===== config.mk =====
export PLATFORM = sky130hd
export DESIGN_NAME = rpn_display_driver_flat
export DESIGN_NICKNAME = d
export VERILOG_FILES = /design/src/rtl/rpn_display_driver_if.sv /design/src/rtl/rpn_display_driver.sv /design/src/flat_wrapper.sv
export SDC_FILE = /design/constraint.sdc
export NUM_CORES = 1
export LEC_CHECK = 0
export BUFFER_PORTS_ARGS = -buffer_cell sky130_fd_sc_hd__buf_4
export CORE_MARGIN = 2
export CORE_UTILIZATION = 65
export CTS_BUF_LIST = sky130_fd_sc_hd__clkbuf_4 sky130_fd_sc_hd__clkbuf_8
export CTS_CLUSTER_SIZE = 8
export DETAILED_ROUTE_END_ITERATION = 16
export GPL_TIMING_DRIVEN = 1
export PLACE_DENSITY_LB_ADDON = 0.25
export SLEW_MARGIN = 20
export SYNTH_ARGS = -nofsm -noshare
export SYNTH_HDL_FRONTEND = slang
export SYNTH_SLANG_ARGS = --single-unit

===== constraint.sdc =====
create_clock -name clk -period 4.4 [get_ports clk]
set_input_delay 0.88 -clock clk [delete_from_list [all_inputs] [get_ports clk]]
set_output_delay 0.88 -clock clk [all_outputs]
set_load 0.005 [all_outputs]

===== src/rtl/rpn_display_driver_if.sv =====
// Bundles the calculator-side inputs and the display-side outputs of the
// eight-digit multiplexed seven-segment driver.
interface rpn_display_driver_if;
    logic [15:0] ToDisplay;  // value shown as four hex digits
    logic [3:0]  Flags;      // {N,Z,C,V}
    logic [2:0]  Status;     // sequencer state, one hex digit
    logic [7:0]  Anodes;     // active-low digit enables, bit 0 = rightmost
    logic [6:0]  Segments;   // active-low {CA,CB,CC,CD,CE,CF,CG}
    logic [3:0]  FlagsLED;   // active-high {N,Z,C,V}

    // Calculator / testbench side
    modport master (
        output ToDisplay, Flags, Status,
        input  Anodes, Segments, FlagsLED
    );

    // Display driver side
    modport slave (
        input  ToDisplay, Flags, Status,
        output Anodes, Segments, FlagsLED
    );
endinterface


===== src/rtl/rpn_display_driver.sv =====
// Time-multiplexed driver for an eight-digit seven-segment display.
// Digits 0..3 show the calculator value in hex, digit 6 shows the sequencer
// state, digits 4, 5 and 7 are blank. Inputs are sampled into shadow
// registers once per frame so a digit never changes in the middle of a scan.
module rpn_display_driver #(
    parameter int COUNT_MAX = 50000,  // cycles each digit stays active (2..65535)
    parameter bit LZB       = 1'b1    // leading-zero blanking of the hex field
) (
    input  logic                 clk,
    input  logic                 resetN,
    rpn_display_driver_if.slave  bus
);

    localparam logic [15:0] TC_VALUE = 16'(COUNT_MAX - 1);
    localparam logic [6:0]  SEG_BLANK = 7'b1111111;

    logic [15:0] r_prescale;
    logic [2:0]  r_idx;
    logic        r_load_pending;
    logic [15:0] r_sh_display;
    logic [3:0]  r_sh_flags;
    logic [2:0]  r_sh_status;
    logic [7:0]  r_anodes;
    logic [6:0]  r_segments;
    logic [3:0]  r_flags_led;

    logic        w_tc;
    logic        w_load;
    logic [3:1]  w_lz_blank;
    logic [6:0]  w_seg_next;

    // Active-low hex font for one nibble.
    function automatic logic [6:0] f_hex7(input logic [3:0] nib);
        case (nib)
            4'h0:    return 7'b0000001;
            4'h1:    return 7'b1001111;
            4'h2:    return 7'b0010010;
            4'h3:    return 7'b0000110;
            4'h4:    return 7'b1001100;
            4'h5:    return 7'b0100100;
            4'h6:    return 7'b0100000;
            4'h7:    return 7'b0001111;
            4'h8:    return 7'b0000000;
            4'h9:    return 7'b0000100;
            4'hA:    return 7'b0001000;
            4'hB:    return 7'b1100000;
            4'hC:    return 7'b0110001;
            4'hD:    return 7'b1000010;
            4'hE:    return 7'b0110000;
            default: return 7'b0111000;
        endcase
    endfunction

    assign w_tc   = (r_prescale == TC_VALUE);
    // Shadows refresh on the frame wrap, or once right after reset release.
    assign w_load = r_load_pending || (w_tc && (r_idx == 3'd7));

    // Digit k is a leading zero when it and every higher nibble are zero.
    assign w_lz_blank[3] = LZB && (r_sh_display[15:12] == 4'h0);
    assign w_lz_blank[2] = LZB && (r_sh_display[15:8]  == 8'h00);
    assign w_lz_blank[1] = LZB && (r_sh_display[15:4]  == 12'h000);

    // Prescaler and digit index: one index step per COUNT_MAX cycles.
    // NOTE: state is updated with non-blocking assignments so every register
    // samples the pre-edge values of its neighbours, matching the hardware.
    always_ff @(posedge clk or negedge resetN) begin
        if (!resetN) begin
            r_prescale <= '0;
            r_idx      <= '0;
        end else if (w_tc) begin
            r_prescale <= '0;
            r_idx      <= r_idx + 3'd1;
        end else begin
            r_prescale <= r_prescale + 16'd1;
        end
    end

    // Shadow registers: the display never looks at the live inputs.
    always_ff @(posedge clk or negedge resetN) begin
        if (!resetN) begin
            r_load_pending <= 1'b1;
            r_sh_display   <= '0;
            r_sh_flags     <= '0;
            r_sh_status    <= '0;
        end else begin
            r_load_pending <= 1'b0;
            if (w_load) begin
                r_sh_display <= bus.ToDisplay;
                r_sh_flags   <= bus.Flags;
                r_sh_status  <= bus.Status;
            end
        end
    end

    // Segment pattern for the digit currently selected by the index.
    // NOTE: the default is assigned first so no path leaves w_seg_next
    // unassigned, which would otherwise infer a latch.
    always_comb begin
        w_seg_next = SEG_BLANK;
        case (r_idx)
            3'd0: w_seg_next = f_hex7(r_sh_display[3:0]);
            3'd1: w_seg_next = w_lz_blank[1] ? SEG_BLANK : f_hex7(r_sh_display[7:4]);
            3'd2: w_seg_next = w_lz_blank[2] ? SEG_BLANK : f_hex7(r_sh_display[11:8]);
            3'd3: w_seg_next = w_lz_blank[3] ? SEG_BLANK : f_hex7(r_sh_display[15:12]);
            3'd6: w_seg_next = f_hex7({1'b0, r_sh_status});
            default: w_seg_next = SEG_BLANK;
        endcase
    end

    // Registered outputs, one cycle behind index and shadows (glitch-free pins).
    always_ff @(posedge clk or negedge resetN) begin
        if (!resetN) begin
            r_anodes    <= 8'hFF;
            r_segments  <= SEG_BLANK;
            r_flags_led <= 4'h0;
        end else begin
            r_anodes    <= ~(8'b1 << r_idx);
            r_segments  <= w_seg_next;
            r_flags_led <= r_sh_flags;
        end
    end

    assign bus.Anodes   = r_anodes;
    assign bus.Segments = r_segments;
    assign bus.FlagsLED = r_flags_led;

endmodule


===== src/flat_wrapper.sv =====
// flat-port wrapper written by rule: the top's interface ports become plain ports
module rpn_display_driver_flat 
#(
    parameter int COUNT_MAX = 50000,                                              
    parameter bit LZB       = 1'b1                                             
)
  (clk, resetN, bus_ToDisplay, bus_Flags, bus_Status, bus_Anodes, bus_Segments, bus_FlagsLED);
  rpn_display_driver_if bus_i ();
  input  logic clk;
  input  logic resetN;
  input wire logic [$bits(bus_i.ToDisplay)-1:0] bus_ToDisplay;
  input wire logic [$bits(bus_i.Flags)-1:0] bus_Flags;
  input wire logic [$bits(bus_i.Status)-1:0] bus_Status;
  output wire logic [$bits(bus_i.Anodes)-1:0] bus_Anodes;
  output wire logic [$bits(bus_i.Segments)-1:0] bus_Segments;
  output wire logic [$bits(bus_i.FlagsLED)-1:0] bus_FlagsLED;
  assign bus_i.ToDisplay = bus_ToDisplay;
  assign bus_i.Flags = bus_Flags;
  assign bus_i.Status = bus_Status;
  assign bus_Anodes = bus_i.Anodes;
  assign bus_Segments = bus_i.Segments;
  assign bus_FlagsLED = bus_i.FlagsLED;
  rpn_display_driver #(.COUNT_MAX(COUNT_MAX), .LZB(LZB)) u_core (.clk(clk), .resetN(resetN), .bus(bus_i));
endmodule

==> results of run 1 <==
## sequential cells by signal (all words and copies together) (netlist names)
signal / count
u_core.bus.FlagsLED: 4
u_core.r_sh_display: 16
u_core.r_idx: 3
u_core.r_load_pending: 1
u_core.r_prescale: 16
u_core.r_sh_status: 3
u_core.bus.Anodes: 8
u_core.bus.Segments: 7
u_core.r_sh_flags: 4
## metrics by stage
| stage | utilization, % | hold WS [ns] | setup WS (ns) | cells | instance area, um2 |
|---|---|---|---|---|---|
| after floorplan | - | 0.350 | 2.41 | 368 | 3940 |
| after global placement | 73.0 | 0.360 | 2.19 | 471 | 4300 |
| after detailed placement | 73.0 | 0.365 | 2.14 | 471 | 4300 |
| after CTS | 77.4 | 0.386 | 2.13 | 487 | 4550 |
| after global routing | 77.4 | 0.397 | 2.01 | 487 | 4550 |
| final | 77.4 | 0.386 | 2.14 | 487 | 4550 |
## critical path, stage by stage, from the launching register on
cell,delay (ns)
dfrtp_1,0.41
ha_1,0.26
nand3_1,0.17
nor4_4,0.08
a21oi_4,0.84
mux2_1,0.39
## layout make-up
class                   count  share of cell area, %
clock buffers              13                   3.65
repair buffers             44                   7.25
well taps                  75                   2.06
inverters                  22                   1.81
multi-input cells         268                   48.7
clock inverters             3                   1.98
flip-flops and latches     62                   34.5
## where the power goes
group / total (W) / internal (W) / switching [W]
registers: 0.000672 / 0.000614 / 0.0000581
clock network: 0.000637 / 0.000420 / 0.000217
logic: 0.000254 / 0.000139 / 0.000115
## cells by family after synthesis
kind of cell / count (synthesis) / share of synthesized area [%]
buffers and inverters: 38 / 4.03
AND/OR/NAND/NOR: 106 / 15.3
XOR/XNOR: 12 / 2.67
AO/OA/AOI/OAI: 68 / 11.9
multiplexers: 41 / 13.4
flip-flops: 62 / 39.9
adder cells (fa/ha/maj): 40 / 12.7
other: 1 / 0.0951
## cell usage after synthesis (7+ instances only)
cell      instances  area (um2)
nor3_1            7        35.0
mux2i_1          15         150
nand2_1          21        78.8
ha_1             40         500
inv_1            22        82.6
nor2_1           15        56.3
nor2b_1          13        81.3
clkbuf_1         13        48.8
xor2_1            8        70.1
a211oi_1          9        67.6
o21ai_0          13        65.1
dfrtp_1          46        1150
a21oi_1          14        70.1
dfstp_2          16         420
nand3_1          11        55.1
mux2_4           20         300
## worst max-delay path by stage
stage | endpoint | cells past startpoint
after floorplan | u_core.r_sh_display[10]$_DFFE_PN0P_ | 5
after global placement | u_core.r_sh_display[15]$_DFFE_PN0P_ | 5
after detailed placement | u_core.r_sh_display[0]$_DFFE_PN0P_ | 5
after CTS | u_core.r_sh_display[0]$_DFFE_PN0P_ | 5
after global routing | u_core.r_sh_display[15]$_DFFE_PN0P_ | 5
final | u_core.r_sh_display[0]$_DFFE_PN0P_ | 5
## metal layers
layer	up-vias	routed length [um]
met5	-	0
met4	0	234
met3	24	389
met2	99	3970
met1	1386	3540
li1	1384	-
==> metrics.txt, run 1 <==
status completed; GR Layer Usage met3 3.96%; FF-to-FF setup slack 2.14 ns; fmax 442 MHz; post_cts resized 0; leakage 2.12 nW; Hold Path Depth 0; Tightest Pin Transition 1.07 ns; met1 Use GR 34.2%; Register Area 0.00157 mm2; Final GP Congestion 0.922; via count 2893; Post-Syn Nets 433; Final nets 472; Crit. End Element flip-flop; full die area 0.00670 mm2; CTS Sinks 62; GRT busiest layer met2; number of global-route vias before repair 2840; Fin. Hold Viols 0; RSZ-0062 raised after global routing false; area of the multi-input gates 0.00222 mm2; total negative slack 0 ns; max_cap viols 0; Worst Setup Start Kind flip-flop; number of synthesized flops with an enable pin 0; clock skew 0.00601 ns; Die Y-Extent 81.9 um; root buffer cell clkbuf_8; total wire length 8130 um; M2 GR Usage 45.4%; Worst-Skew Late Latency 0.34 ns; hold_buf cts 0; CTS Buffer Depth 2; num ports 44; first-pass GRT wire length 13600 um; row cnt 28; GRT overflow 0; final setup fails 0; placeable core area 0.00589 mm2; Critical Path RT 4.62 ns; Routed Antenna Nets 0; HP Start u_core.r_sh_flags[1]$_DFFE_PN0P_; synthesized area 0.00394 mm2; Slew headroom 28.8%; ANT cells 0; DR WL/cell 16.7 um; Die X 81.9 um; largest net degree at the start of global routing 63; syn avg cell area 10.7 um2; router iterations before antenna repair 5; CTS tree done; most frequent cells in the layout 46 x dfrtp_1, 44 x buf_4, 40 x ha_1; Syn-to-layout area delta 15.5%; initial antenna violation count 0; synthesized flop and latch total 62; Hold Path Class flip-flop to flip-flop; Synth cell types 56; Reg clk slew, reported paths 0.07 ns; worst vdd ir 0.000276 V; worst hold endpoint u_core.bus.FlagsLED[1]$_DFF_PN0_; DP HPWL 5750 um; Power Density 343 mW/mm2; R2R depth 5; share of cells above drive strength 1 26.9%; Setup CP Type flip-flop to flip-flop; setup bufs post-CTS 0; drt drc 0; synthesis warning total 0; Port Buffers 43; Seq/Total Area, Yosys 39.9%; min Tclk post-route 2.26 ns; Overall Power 0.00156 W; fin crit share 51.4%; Starting Density 67.0%; worst r2r dst u_core.r_sh_display[0]$_DFFE_PN0P_; top_reg_cell synth dfrtp_1; maximum fanout along the worst path 23; critical path arrival 2.48 ns; Reg-to-Reg Start u_core.r_prescale[0]$_DFF_PN0_; Max Slew Vio Count 0; initial detailed-routing violation count 167; most common cell after layout, fill and taps aside dfrtp_1; launch point of the critical path u_core.r_prescale[0]$_DFF_PN0_; cells after synthesis 368; via-per-instance ratio 5.94; Fillers 408; CTS Buf Count 9; htree depth 3; aggregate global-route resource usage 26.9%; Post-synth ARST share 100%
Note: power is estimated with default switching activity, not from simulation.
==> run 2: changes to the inputs <==
--- a/config.mk
+++ b/config.mk
@@ -7,7 +7,7 @@
 export LEC_CHECK = 0
 export BUFFER_PORTS_ARGS = -buffer_cell sky130_fd_sc_hd__buf_4
 export CORE_MARGIN = 2
-export CORE_UTILIZATION = 65
+export CORE_UTILIZATION = 61
 export CTS_BUF_LIST = sky130_fd_sc_hd__clkbuf_4 sky130_fd_sc_hd__clkbuf_8
 export CTS_CLUSTER_SIZE = 8
 export DETAILED_ROUTE_END_ITERATION = 16
==> constraint.sdc (replaced) <==
create_clock -name clk -period 2.3 [get_ports clk]
set_input_delay 0.46 -clock clk [delete_from_list [all_inputs] [get_ports clk]]
set_output_delay 0.46 -clock clk [all_outputs]
set_load 0.005 [all_outputs]
==> run 2 against run 1 <==
  * Global-route usage down 2.9 points
  * Sequential power rose by 86%
  * Fmax increased by 3.5%
  * Register-to-register slack got worse by 2.0 ns
  * Combinational power is 110% higher
  * Clock skew up 0.0054 ns
  * Largest cell class unchanged
==> metrics.txt, run 2 (synthesized netlist as in run 1, its figures left out) <==
status completed (unchanged); final setup fails 0 (unchanged); placeable core area 0.00631 mm2 (was 0.00589 mm2); max_cap viols 0 (unchanged); placed cell areas 0.00441 mm2 (was 0.00430 mm2); CP max-delay cell or4b_1 (was a21oi_4); CTS Buffer Depth 2 (unchanged); via-per-instance ratio 5.79 (was 5.94); leakage 2.18 nW (was 2.12 nW); maximum fanout along the worst path 12 (was 23); DP HPWL 5710 um (was 5750 um); initial detailed-routing violation count 146 (was 167); Power Density 619 mW/mm2 (was 343 mW/mm2); total negative slack 0 ns (unchanged); number of global-route vias before repair 2893 (was 2840); Final nets 488 (was 472); CTS Buf Count 9 (unchanged); Routed Antenna Nets 0 (unchanged); Starting Density 62.4% (was 67.0%); Max Slew Vio Count 0 (unchanged); most frequent cells in the layout 59 x buf_4, 46 x dfrtp_1, 40 x ha_1 (was 46 x dfrtp_1, 44 x buf_4, 40 x ha_1); Crit. End Element flip-flop (unchanged); hold_buf cts 0 (unchanged); worst vdd ir 0.000701 V (was 0.000276 V); delay-heaviest family, CP simple AND/OR/NAND/NOR gates (was compound AO/OA/AOI/OAI gates); Die X 84.4 um (was 81.9 um); Critical Path RT 2.53 ns (was 4.62 ns); most common cell after layout, fill and taps aside buf_4 (was dfrtp_1); DR WL/cell 16.2 um (was 16.7 um); clock skew 0.0114 ns (was 0.00601 ns); min Tclk post-route 2.18 ns (was 2.26 ns); setup bufs post-CTS 0 (unchanged); initial antenna violation count 0 (unchanged); root buffer cell clkbuf_8 (unchanged); fin crit share 95.0% (was 51.4%); Syn-to-layout area delta 18.2% (was 15.5%); drt drc 0 (unchanged); total wire length 8200 um (was 8130 um); post_cts resized 0 (unchanged); share of cells above drive strength 1 29.7% (was 26.9%); Crit path buffers/inverters 0 (unchanged); Fin. Hold Viols 0 (unchanged); Final GP Congestion 0.913 (was 0.922); hold_ws 0.187 ns (was 0.386 ns); worst r2r dst u_core.r_sh_flags[3]$_DFFE_PN0P_ (was u_core.r_sh_display[0]$_DFFE_PN0P_); fmax 458 MHz (was 442 MHz); Worst-Skew Late Latency 0.35 ns (was 0.34 ns); R2R depth 4 (was 5); CTS tree done (unchanged); largest net degree at the start of global routing 63 (unchanged); Overall Power 0.00289 W (was 0.00156 W); Worst Setup Start Kind flip-flop (unchanged); FF-to-FF setup slack 0.12 ns (was 2.14 ns); Largest stage delay, worst path 0.58 ns (was 0.84 ns); Final Cell Area 0.00466 mm2 (was 0.00455 mm2); first-pass GRT wire length 13500 um (was 13600 um); ANT cells 0 (unchanged); GRT overflow 0 (unchanged); CTS Sinks 62 (unchanged); full die area 0.00712 mm2 (was 0.00670 mm2); aggregate global-route resource usage 24.0% (was 26.9%); Hold Path Class input pin to asynchronous set/reset pin (was flip-flop to flip-flop); critical path arrival 2.42 ns (was 2.48 ns); RSZ-0062 raised after global routing false (unchanged); cell breakdown of the critical path or4b_1 -> nor4_4 -> a21oi_4 -> mux2_1 (was ha_1 -> nand3_1 -> nor4_4 -> a21oi_4 -> mux2_1); router iterations before antenna repair 5 (unchanged); Slew headroom 50.2% (was 28.8%); htree depth 3 (unchanged); launch point of the critical path u_core.r_prescale[4]$_DFF_PN0_ (was u_core.r_prescale[0]$_DFF_PN0_); row cnt 29 (was 28); Port Buffers 43 (unchanged); Reg clk slew, reported paths 0.07 ns (about the same); Tightest Pin Transition 0.747 ns (was 1.07 ns); num ports 44 (unchanged); Die Y-Extent 84.4 um (was 81.9 um); Setup CP Type flip-flop to flip-flop (unchanged); via count 2925 (was 2893); Reg-to-Reg Start u_core.r_prescale[4]$_DFF_PN0_ (was u_core.r_prescale[0]$_DFF_PN0_)
==> run 2: worst register-to-register path, cell delays in order (launching register included) <==
cell     delay, ns
dfrtp_1       0.43
or4b_1        0.58
nor4_4        0.41
a21oi_4       0.28
mux2_1        0.38
==> run 2: worst max path at each step <==
| stage | to | cells after the start |
|---|---|---|
| finish | u_core.r_sh_flags[3]$_DFFE_PN0P_ | 4 |
| global route | u_core.r_sh_display[0]$_DFFE_PN0P_ | 4 |
| CTS | u_core.r_sh_display[0]$_DFFE_PN0P_ | 4 |
| detailed placement | u_core.r_sh_display[0]$_DFFE_PN0P_ | 4 |
| global placement | u_core.r_sh_display[15]$_DFFE_PN0P_ | 5 |
| floorplan | u_core.r_sh_display[10]$_DFFE_PN0P_ | 5 |
==> run 2: per-layer routing <==
layer  vias up  share of wire, %  GRT usage, %
li1       1424                 -             -
met1      1392                44          30.8
met2        92                48          39.0
met3        17               5.4          5.80
met4         0               2.0          10.1
met5         -                 0             0
==> run 2: final cells by class <==
class	count	area, um2
clock inverters	6	93.8
well taps	77	96.3
repair buffers	59	443
flip-flops and latches	62	1570
multi-input cells	269	2240
fillers	456	1650
clock buffers	10	138
inverters	22	82.6
==> run 2: report_power, final <==
group	internal, W	switching, W	leakage (nW)
registers	0.00117	0.0000744	0.733
logic	0.000282	0.000255	1.33
clock network	0.000647	0.000455	0.113
==> run 2: through the flow <==
step / util, % / setup slack, ns / std cells
3_5_place_dp: 69.9 / 0.0418 / 488
3_3_place_gp: 69.9 / 0.127 / 488
2_1_floorplan: - / 0.306 / 368
6_report: 73.8 / 0.115 / 505
5_1_grt: 73.8 / 0.0246 / 505
4_1_cts: 73.6 / 0.0282 / 504
